==> src/rtl/sram_arb.sv <==
// sram_arb: two-requester arbiter and sequencer for a single-port, byte-writable
// 32-bit SRAM. Pipeline: accept (comb grant) -> issue (one SRAM cycle) -> respond
// (registered strobe to the owning port). Latency 2, one command per cycle.
// Build option: define SRAM_ARB_FIXED_PRIO_EN to make port 0 win every tie.
// Otherwise ties are broken round-robin.
module sram_arb #(
    parameter int ADDRWIDTH = 16,
    parameter int DATAWIDTH = 32
) (
    input  logic                 clk,
    input  logic                 rst,
    // requester 0
    input  logic                 req_valid_0,
    output logic                 req_ready_0,
    input  logic [ADDRWIDTH-1:0] req_addr_0,
    input  logic [DATAWIDTH/8-1:0] req_we_0,
    input  logic [DATAWIDTH-1:0] req_wdata_0,
    output logic                 rsp_valid_0,
    output logic [DATAWIDTH-1:0] rsp_rdata_0,
    // requester 1
    input  logic                 req_valid_1,
    output logic                 req_ready_1,
    input  logic [ADDRWIDTH-1:0] req_addr_1,
    input  logic [DATAWIDTH/8-1:0] req_we_1,
    input  logic [DATAWIDTH-1:0] req_wdata_1,
    output logic                 rsp_valid_1,
    output logic [DATAWIDTH-1:0] rsp_rdata_1,
    // SRAM side
    output logic                 mem_cs,
    output logic [ADDRWIDTH-1:0] mem_addr,
    output logic [DATAWIDTH/8-1:0] mem_we,
    output logic [DATAWIDTH-1:0] mem_wdata,
    input  logic [DATAWIDTH-1:0] mem_rdata,
    // statistics
    output logic [15:0]          conflict_cnt
);
    localparam int NB = DATAWIDTH / 8;

    typedef struct packed {
        logic                 port;
        logic [ADDRWIDTH-1:0] addr;
        logic [NB-1:0]        we;
        logic [DATAWIDTH-1:0] wdata;
    } cmd_t;

    logic       [1:0]                vld;
    logic       [1:0]                gnt;
    logic                            last_grant;
    cmd_t                            acc_cmd;
    cmd_t                            cmd_q;
    logic                            cmd_vld;
    logic       [1:0]                rsp_vld_q;
    logic       [1:0][DATAWIDTH-1:0] rsp_data_q;

    assign vld = {req_valid_1, req_valid_0};

    // Grant: a lone requester wins; on a tie the priority rule picks one.
    always_comb begin
        gnt = 2'b00;
        if (!rst) begin
            if (vld == 2'b11) begin
`ifdef SRAM_ARB_FIXED_PRIO_EN
                gnt = 2'b01;
`else
                gnt = last_grant ? 2'b01 : 2'b10;
`endif
            end else begin
                gnt = vld;
            end
        end
    end

    assign req_ready_0 = gnt[0];
    assign req_ready_1 = gnt[1];

    // Remember who was granted last so the other side wins the next tie.
    always_ff @(posedge clk) begin
        if (rst) begin
            last_grant <= 1'b1;
        end
`ifdef SRAM_ARB_FIXED_PRIO_EN
        else begin
            last_grant <= 1'b1;
        end
`else
        else if (|gnt) begin
            last_grant <= gnt[1];
        end
`endif
    end

    // Mux the winning requester's fields into a command word.
    always_comb begin
        acc_cmd.port  = gnt[1];
        acc_cmd.addr  = gnt[1] ? req_addr_1  : req_addr_0;
        acc_cmd.we    = gnt[1] ? req_we_1    : req_we_0;
        acc_cmd.wdata = gnt[1] ? req_wdata_1 : req_wdata_0;
    end

    // Issue stage register: holds the accepted command for its SRAM cycle.
    always_ff @(posedge clk) begin
        if (rst) begin
            cmd_vld <= 1'b0;
            cmd_q   <= '0;
        end else begin
            cmd_vld <= |gnt;
            if (|gnt) begin
                cmd_q <= acc_cmd;
            end
        end
    end

    // rst kills the issue cycle combinationally so no write lands during reset.
    assign mem_cs    = cmd_vld & ~rst;
    assign mem_addr  = cmd_q.addr;
    assign mem_we    = mem_cs ? cmd_q.we : '0;
    assign mem_wdata = cmd_q.wdata;

    // Response stage: capture read data (or 0 for writes) for the owning port.
    always_ff @(posedge clk) begin
        if (rst) begin
            rsp_vld_q  <= '0;
            rsp_data_q <= '0;
        end else begin
            rsp_vld_q <= '0;
            if (mem_cs) begin
                rsp_vld_q[cmd_q.port]  <= 1'b1;
                rsp_data_q[cmd_q.port] <= (cmd_q.we == '0) ? mem_rdata : '0;
            end
        end
    end

    // A response still in flight when rst arrives is dropped, not delivered.
    assign rsp_valid_0 = rsp_vld_q[0] & ~rst;
    assign rsp_valid_1 = rsp_vld_q[1] & ~rst;
    assign rsp_rdata_0 = rsp_data_q[0];
    assign rsp_rdata_1 = rsp_data_q[1];

    // Count cycles where both requesters compete; sticks at all-ones.
    always_ff @(posedge clk) begin
        if (rst) begin
            conflict_cnt <= '0;
        end else if ((vld == 2'b11) && (conflict_cnt != 16'hFFFF)) begin
            conflict_cnt <= conflict_cnt + 16'd1;
        end
    end

endmodule

==> config.mk <==
export PLATFORM = sky130hd
export DESIGN_NAME = sram_arb
export DESIGN_NICKNAME = d
export VERILOG_FILES = /design/src/rtl/sram_arb.sv
export SDC_FILE = /design/constraint.sdc
export NUM_CORES = 1
export LEC_CHECK = 0
export ABC_AREA = 1
export CAP_MARGIN = 20
export CELL_PAD_IN_SITES_DETAIL_PLACEMENT = 1
export CELL_PAD_IN_SITES_GLOBAL_PLACEMENT = 1
export CORE_MARGIN = 2
export CORE_UTILIZATION = 30
export CTS_CLUSTER_DIAMETER = 80
export CTS_CLUSTER_SIZE = 8
export DETAILED_ROUTE_END_ITERATION = 12
export PLACE_DENSITY_LB_ADDON = 0.1
export SLEW_MARGIN = 40
export SYNTH_ARGS = -nofsm -noshare
export SYNTH_HDL_FRONTEND = slang
export SYNTH_SLANG_ARGS = --single-unit
export TNS_END_PERCENT = 20
==> constraint.sdc <==
create_clock -name clk -period 4.4 [get_ports clk]
set_input_delay 0.88 -clock clk [delete_from_list [all_inputs] [get_ports clk]]
set_output_delay 0.88 -clock clk [all_outputs]
set_load 0.01 [all_outputs]
## Word level (Yosys, flattened, before mapping)

Cells that the tools add are included.

| word-level totals | value |
|---|---|
| word-level logic and storage cells | 38 |
| output and inout port bits | 137 |
| input port bits | 140 |
| register bits | 137 |

| operators by class | value |
|---|---|
| bitwise gates (word level) | 5 |
| reductions and logical operators | 5 |
| add/subtract/negate cells | 1 |
| multiplexer cells | 13 |
| order comparisons | 2 |
| equal/unequal tests | 2 |

Operator list:

| kind | number |
|---|---|
| 32-bit 2-to-1 mux | 3 |
| 64-bit bitwise mux | 1 |
| 32-bit demux with 1-bit select | 1 |
| 16-bit by 1-bit adder with 16-bit output, second input constant | 1 |
| 16-bit 2-to-1 mux | 1 |
| 16-bit != test, second input constant | 1 |
| 4-bit 2-to-1 mux | 2 |
| 2-bit 2-to-1 mux | 3 |
| 4-bit zero test | 1 |
| 2-bit OR reduction | 2 |
| 1-bit bitwise AND | 3 |
| 2-bit == test, second input constant | 1 |
| 1-bit logical AND | 2 |
| 1-bit by 2-bit less-than comparator with 1-bit output, second input constant | 1 |
| 1-bit inverter | 2 |
| 1-bit demux with 1-bit select | 1 |
| 1-bit greater-or-equal comparator, second input constant | 1 |
| 1-bit 2-to-1 mux | 1 |

## Depth between registers and ports, before layout

Gate-level depths: netlist of run 1.

| logic depth | value |
|---|---|
| word-level depth | 5 |
| gate-level depth with buffers | 10 |
| mapped depth without buffers | 10 |

## Worst setup path before layout of run 1

Ideal clock, no wire load.

| timing | value |
|---|---|
| path kind | input to output |
| start point | input rst |
| end point | output req_ready_0 |
| arrival time | 1.504 ns |
| buffers on the path | 2 |
| stages on the path | 5 |
| data required time | 3.520 ns |
| path slack | 2.016 ns |
| path through | buf_4 -> inv_4 -> nand3_1 -> inv_2 -> buf_2 |

| on the way | value |
|---|---|
| cells in the longest elaborated chain, start to end | 1 |

RTL lines:

| what | RTL line | RTL |
|---|---|---|
| start: declaration | 11 | `input logic rst,` |
| 2-bit 2-to-1 mux | 60 | `if (!rst) begin` |
| end: declaration | 14 | `output logic req_ready_0,` |

No other way between the ends.

## Worst setup path after layout of run 1

| timing | value |
|---|---|
| start point | input rst |
| end point | output mem_we[3] |

| on the way | value |
|---|---|
| cells in the longest elaborated chain, start to end | 3 |

RTL lines:

| what | RTL line | RTL |
|---|---|---|
| 1-bit inverter | 114 | `assign mem_cs = cmd_vld & ~rst;` |
| 1-bit bitwise AND | 114 |  |
| 4-bit 2-to-1 mux | 116 | `assign mem_we = mem_cs ? cmd_q.we : '0;` |
| end: declaration | 31 | `output logic [DATAWIDTH/8-1:0] mem_we,` |

No other way between the ends.

==> results of run 1 <==
## cells in the final DEF (no fill, tap or decap)
cell type        count
a21oi_1              7
a21oi_2              2
a31oi_1             52
and2_1               1
buf_2                1
buf_4                9
bufinv_16            2
clkbuf_16           17
clkbuf_8             1
clkdlybuf4s50_1    275
clkinv_2             3
clkinv_4             1
clkinvlp_4           2
dfxtp_1            137
ha_1                 1
inv_1               58
inv_2                2
inv_4                2
inv_6                5
nand2_1            332
nand2_2              8
nand3_1             15
nand3_2              2
nand3b_1             1
nand4_1              1
nor2_1              72
nor2_2               3
nor2_4               2
nor3_1               1
nor4_1               1
o211ai_1             1
o21ai_0             43
o21ai_1             23
o21ai_2              1
o31ai_1              1
xor2_1               4
## synth_stat cells
master,count,area share
nor3_1,1,0.00082
o21ai_2,1,0.0014
buf_6,3,0.0055
inv_2,3,0.0018
nor2_1,74,0.045
a31oi_1,52,0.053
buf_4,59,0.072
clkbuf_1,15,0.0092
nand4_1,1,0.0010
nor2_2,3,0.0031
inv_4,1,0.0010
nand3_1,15,0.012
and2_1,1,0.0010
ha_1,1,0.0020
o211ai_1,1,0.0012
a21oi_2,2,0.0029
o21ai_1,23,0.019
buf_2,20,0.016
nand2_1,332,0.20
nand3b_1,1,0.0012
nand3_2,2,0.0033
o21ai_0,43,0.035
xor2_1,4,0.0057
a21oi_1,7,0.0057
dfxtp_1,137,0.45
inv_1,58,0.036
nand2_2,8,0.0082
nor4_1,1,0.0010
o31ai_1,1,0.0012
## how the worst min path moves through the flow
stage / startpoint / endpoint / slack (ns)
floorplan: mem_wdata[13]$_SDFFE_PP0P_ / mem_wdata[13]$_SDFFE_PP0P_ / 0.45
global placement: rsp_rdata_0[30]$_SDFFE_PP0P_ / rsp_rdata_0[30]$_SDFFE_PP0P_ / 0.45
detailed placement: rsp_rdata_0[21]$_SDFFE_PP0P_ / rsp_rdata_0[21]$_SDFFE_PP0P_ / 0.45
CTS: rsp_rdata_0[21]$_SDFFE_PP0P_ / rsp_rdata_0[21]$_SDFFE_PP0P_ / 0.46
global route: rsp_rdata_0[21]$_SDFFE_PP0P_ / rsp_rdata_0[21]$_SDFFE_PP0P_ / 0.47
finish: rsp_rdata_0[21]$_SDFFE_PP0P_ / rsp_rdata_0[21]$_SDFFE_PP0P_ / 0.46
## layout make-up
type	count	area, um^2
fillers	2473	10900
clock buffers	18	439
flip-flops and latches	137	2740
inverters	62	238
multi-input cells	574	2510
repair buffers	285	2830
clock inverters	13	143
well taps	270	338
## tightest hold or removal path: stages, from the launching register on
cell and delay (ns):
dfxtp_1 0.31, nand2_1 0.06, o21ai_1 0.05
## cells by family (layout without fill, tap and decap cells)
logic type | count (synthesis) | in the layout | synth area share
fa+ha+maj | 1 | 1 | 0.00205
simple gates | 439 | 439 | 0.281
xor+xnor | 4 | 4 | 0.00573
compound gates | 130 | 130 | 0.120
flops | 137 | 137 | 0.449
buf+inv | 159 | 378 | 0.142
## power groups by stage
stage	clock network, mW	logic, mW	registers [mW]
after global placement	0	0.520	1.37
final	1.43	0.515	1.35
after CTS	1.47	0.525	1.35
after global routing	1.53	0.567	1.35
after floorplan	0	0.239	1.38
after detailed placement	0	0.523	1.37
## routing by layer
metal | global-route usage | up-vias
li1 | - | 3095
met1 | 0.222 | 2790
met2 | 0.331 | 188
met3 | 0.0727 | 30
met4 | 0.0675 | 0
met5 | 0 | -
## flip-flops by register name (all words and copies together) (netlist names)
signal / cells
cmd_vld: 1
last_grant: 1
conflict_cnt: 16
mem_addr: 16
cmd_q: 5
mem_wdata: 32
rsp_rdata_0: 32
rsp_vld_q: 2
rsp_rdata_1: 32
## metrics by stage
| stage | hold WS (ns) | cells | power [mW] |
|---|---|---|---|
| 2_1_floorplan | 0.454 | 870 | 1.62 |
| 3_3_place_gp | 0.446 | 1328 | 1.89 |
| 6_report | 0.457 | 1359 | 3.29 |
| 4_1_cts | 0.459 | 1359 | 3.34 |
| 3_5_place_dp | 0.448 | 1328 | 1.90 |
| 5_1_grt | 0.473 | 1359 | 3.45 |
==> impl_metrics.env, run 1 <==
export IMPL_grt_max_degree=60
export IMPL_power_switching_mw=0.861
export IMPL_cts_sinks=137
export IMPL_postCtsSetupBuffers=0
export IMPL_cts_resized=0
export IMPL_syn_nets=1011
export IMPL_place_ws_ns=1.22
export IMPL_clkTransAtPathRegs_ns=0.06
export IMPL_cts_max_level=4
export IMPL_cts_max_path_buffers=2
export IMPL_place_gp_congestion=0.770
export IMPL_crit_slowest_cell="clkdlybuf4s50_1"
export IMPL_startpoint="rst"
export IMPL_r2r_cells=8
export IMPL_ir_worst_vdd_mv=0.251
export IMPL_crit_cells=5
export IMPL_synth_warnings=0
export IMPL_setup_ws_ns=1.22
export IMPL_grt_pass1_wl_um=33000
export IMPL_placed_area_um2=8660
export IMPL_syn_area_um2=6110
export IMPL_drc=0
export IMPL_clkPwrFrac=0.435
export IMPL_setup_viol=0
export IMPL_yosysUniqueCellTypes=29
export IMPL_p_per_area_nw_per_um2=356
export IMPL_max_stage_delay_ns=0.56
export IMPL_ys_seq_area_frac=0.449
export IMPL_fin_nets=1218
export IMPL_overflow=0
export IMPL_crit_family="buffers and inverters"
export IMPL_die_w_um=147
export IMPL_design_area_um2=9240
export IMPL_hold_path_class="register to register"
export IMPL_synth_area_per_cell_um2=7.02
export IMPL_worst_pin_slew_ns=0.784
export IMPL_drv_slew=0
export IMPL_initial_utilization=0.304
export IMPL_top_layer="met4"
export IMPL_dr_pass1_iters=4
export IMPL_outcome="complete, no violations"
export IMPL_holdPathStages=2
export IMPL_timing_rr_end="conflict_cnt[9]$_SDFFE_PP0P_"
export IMPL_fin_crit_ns=3.18
export IMPL_die_h_um=147
export IMPL_combPwrFrac=0.156
export IMPL_fin_skew_ns=0.00995
export IMPL_crit_end="mem_we[3]"
export IMPL_drtIter0Drc=202
export IMPL_worst_r2r_setup_slack_ns=2.60
export IMPL_die_area_um2=21500
export IMPL_numCtsBuffers=17
export IMPL_rows=52
export IMPL_wl_um=20700
export IMPL_end_kind="output pin"
export IMPL_final_core_util=0.460
export IMPL_place_detailed_hpwl_um=14700
export IMPL_relSlewSlack=0.476
export IMPL_met3WireLength_um=1560
export IMPL_core_um2=20100
export IMPL_seqPwrFrac=0.409
export IMPL_antenna_found_initial=0
export IMPL_layout_drive_gt1_share=0.0579
export IMPL_dr_wl_met2_um=10100
export IMPL_sw_frac_of_total=0.261
export IMPL_drv_cap=0
export IMPL_synth_seq_cells=137
export IMPL_hold_viol=0
export IMPL_path_buf_inv=3
export IMPL_cts_hold_buf=0
export IMPL_numPortBuffers=276
export IMPL_antennaDiodeCount=0
export IMPL_viasPerCell=4.49
export IMPL_final_setup_tns_ns=0
export IMPL_cp_required_ns=3.52
export IMPL_reg2reg_from="conflict_cnt[0]$_SDFFE_PP0P_"
export IMPL_wirelength_met1_um=8530
export IMPL_io_pins=277
export IMPL_fmax_ghz=0.314
export IMPL_cts_tree="done"
export IMPL_power_leakage_nw=3.45
export IMPL_netlist_instances=870
export IMPL_track_usage=0.193
export IMPL_ant_nets=0
export IMPL_clockRootBuffer="clkbuf_16"
export IMPL_wl_per_cell_um=15.2
export IMPL_area_delta_synth_final_pct=51.2
export IMPL_arrival_ns=2.30
export IMPL_worst_setup_path_start_kind="input port"
export IMPL_period_share=0.723
export IMPL_crit_fanout=37
export IMPL_cp_cell_sequence="buf_2 -> inv_4 -> nand2_2 -> nor2_1 -> clkdlybuf4s50_1"
export IMPL_clk_latency_ns=0.42
export IMPL_num_vias=6103
export IMPL_rsz0062_at_grt="no"
export IMPL_p_int_mw=2.43
export IMPL_grt_pass1_vias=6260
export IMPL_worstSetupPathType="input port to output pin"
Power figures use the tool's default switching activity.
==> run 2, diff against run 1 <==
--- a/config.mk
+++ b/config.mk
@@ -10,7 +10,7 @@
 export CELL_PAD_IN_SITES_DETAIL_PLACEMENT = 1
 export CELL_PAD_IN_SITES_GLOBAL_PLACEMENT = 1
 export CORE_MARGIN = 2
-export CORE_UTILIZATION = 30
+export CORE_UTILIZATION = 28
 export CTS_CLUSTER_DIAMETER = 80
 export CTS_CLUSTER_SIZE = 8
 export DETAILED_ROUTE_END_ITERATION = 12
==> constraint.sdc (replaced) <==
create_clock -name clk -period 3 [get_ports clk]
set_input_delay 0.6 -clock clk [delete_from_list [all_inputs] [get_ports clk]]
set_output_delay 0.6 -clock clk [all_outputs]
set_load 0.01 [all_outputs]
==> run 2 against run 1 <==
  * Non-clock buffer count increased by 1
  * Largest cell class unchanged
  * Sequential share of layout area is 0.33 points lower
  * Clock-buffer cell count is the same
  * Wire length decreased by 1.8%
  * Die area increased by 6.9%
  * First-iteration DRC count shrank 20%
  * Highest routed layer unchanged
  * Clock power rose by 63%
==> impl_metrics.env, run 2 (synthesis gave the netlist of run 1 again) <==
export IMPL_p_per_area_nw_per_um2=541
export IMPL_cts_max_path_buffers=2
export IMPL_met1_usage=0.204
export IMPL_worst_setup_path_start_kind="input port"
export IMPL_overflow=0
export IMPL_fin_cells=1372
export IMPL_drtIter0Drc=161
export IMPL_end_kind="output pin"
export IMPL_placedCellCount=1339
export IMPL_outcome="complete, no violations"
export IMPL_drv_cap=0
export IMPL_track_usage=0.175
export IMPL_setup_viol=0
export IMPL_drc=0
export IMPL_fin_nets=1219
export IMPL_fmax_ghz=0.403
export IMPL_rows=54
export IMPL_drv_slew=0
export IMPL_layout_drive_gt1_share=0.0587
export IMPL_layout_common_cells="332 x nand2_1, 275 x clkdlybuf4s50_1, 137 x dfxtp_1"
export IMPL_wl_per_cell_um=14.8
export IMPL_viasPerCell=4.38
export IMPL_final_common_cell="nand2_1"
export IMPL_cp_common_cell="clkdlybuf4s50_1"
export IMPL_holdPathStages=2
export IMPL_io_pins=277
export IMPL_cts_max_level=4
export IMPL_die_h_um=152
export IMPL_worst_r2r_setup_slack_ns=1.22
export IMPL_clockRootBuffer="clkbuf_16"
export IMPL_dr_pass1_iters=6
export IMPL_ant_nets=0
export IMPL_arrival_ns=1.88
export IMPL_area_delta_synth_final_pct=52.9
export IMPL_final_core_util=0.432
export IMPL_crit_slowest_cell="clkdlybuf4s50_1"
export IMPL_met3_usage=0.0728
export IMPL_fin_skew_ns=0.0118
export IMPL_postCtsSetupBuffers=0
export IMPL_numPortBuffers=276
export IMPL_cp_required_ns=2.40
export IMPL_place_gp_congestion=0.771
export IMPL_clkTransAtPathRegs_ns=0.05
export IMPL_hold_path_class="register to register"
export IMPL_numCtsBuffers=17
export IMPL_initial_utilization=0.283
export IMPL_clk_latency_ns=0.42
export IMPL_relSlewSlack=0.557
export IMPL_grt_busiest_layer="met2"
export IMPL_die_area_um2=23000
export IMPL_grt_pass1_wl_um=31000
export IMPL_final_setup_tns_ns=0
export IMPL_rsz0062_at_grt="no"
export IMPL_crit_fanout=3
export IMPL_cts_hold_buf=0
export IMPL_ir_worst_vdd_mv=0.310
export IMPL_cts_sinks=137
export IMPL_power_leakage_nw=3.48
export IMPL_cp_cell_sequence="clkdlybuf4s50_1 -> nand2_1 -> nand3_1 -> inv_2 -> clkdlybuf4s50_1"
export IMPL_hold_viol=0
export IMPL_die_w_um=152
export IMPL_fin_crit_ns=2.48
export IMPL_worst_pin_slew_ns=0.664
export IMPL_worstSetupPathType="input port to output pin"
export IMPL_wl_um=20300
export IMPL_max_stage_delay_ns=0.52
export IMPL_cts_resized=0
export IMPL_grt_pass1_vias=5869
export IMPL_r2r_cells=8
export IMPL_period_share=0.827
export IMPL_grt_max_degree=66
export IMPL_cts_tree="done"
export IMPL_num_vias=6015
export IMPL_core_um2=21600
export IMPL_grt_util_met2=0.282
export IMPL_place_detailed_hpwl_um=14300
export IMPL_antenna_found_initial=1
==> run 2: critical path, delay by kind of cell <==
family	cells	cell delay [ns]
buffers and inverters	3	1.05
and+or+nand+nor	2	0.22
==> run 2: power breakdown <==
| part | internal (mW) | switching (mW) | total (mW) |
|---|---|---|---|
| Sequential | 1.92 | 0.0546 | 1.97 |
| Combinational | 0.402 | 0.354 | 0.756 |
| Clock | 1.48 | 0.845 | 2.33 |
==> run 2: per-layer routing <==
layer	wire length (um)	share of wire
met2	9480	0.47
met5	0	0
met4	482	0.024
met1	8620	0.42
met3	1700	0.084
==> run 2: final cells by class <==
class                      count  area, um^2
antenna                        1        2.50
clock buffer                  18         429
clock inverter                14         223
fill                        2680       12300
inverter                      62         235
multi-input combinational    574        2510
sequential                   137        2740
tap                          280         350
timing repair buffer         286        2850
==> run 2: path summary, 6_finish.rpt <==
path | from | end
max | req_valid_1 | req_ready_0
min | rsp_rdata_0[26]$_SDFFE_PP0P_ | rsp_rdata_0[26]$_SDFFE_PP0P_
max reg2reg | conflict_cnt[0]$_SDFFE_PP0P_ | conflict_cnt[6]$_SDFFE_PP0P_
min reg2reg | rsp_rdata_0[26]$_SDFFE_PP0P_ | rsp_rdata_0[26]$_SDFFE_PP0P_
==> run 2: stage by stage <==
stage	worst slack (ns)	cell area, um^2	power (mW)	hold WS (ns)
2_1_floorplan	1.18	6110	2.38	0.454
3_3_place_gp	0.543	8690	2.78	0.446
3_5_place_dp	0.517	8690	2.78	0.449
4_1_cts	0.518	9340	5.14	0.458
5_1_grt	0.447	9340	5.29	0.479
6_report	0.519	9340	5.06	0.453
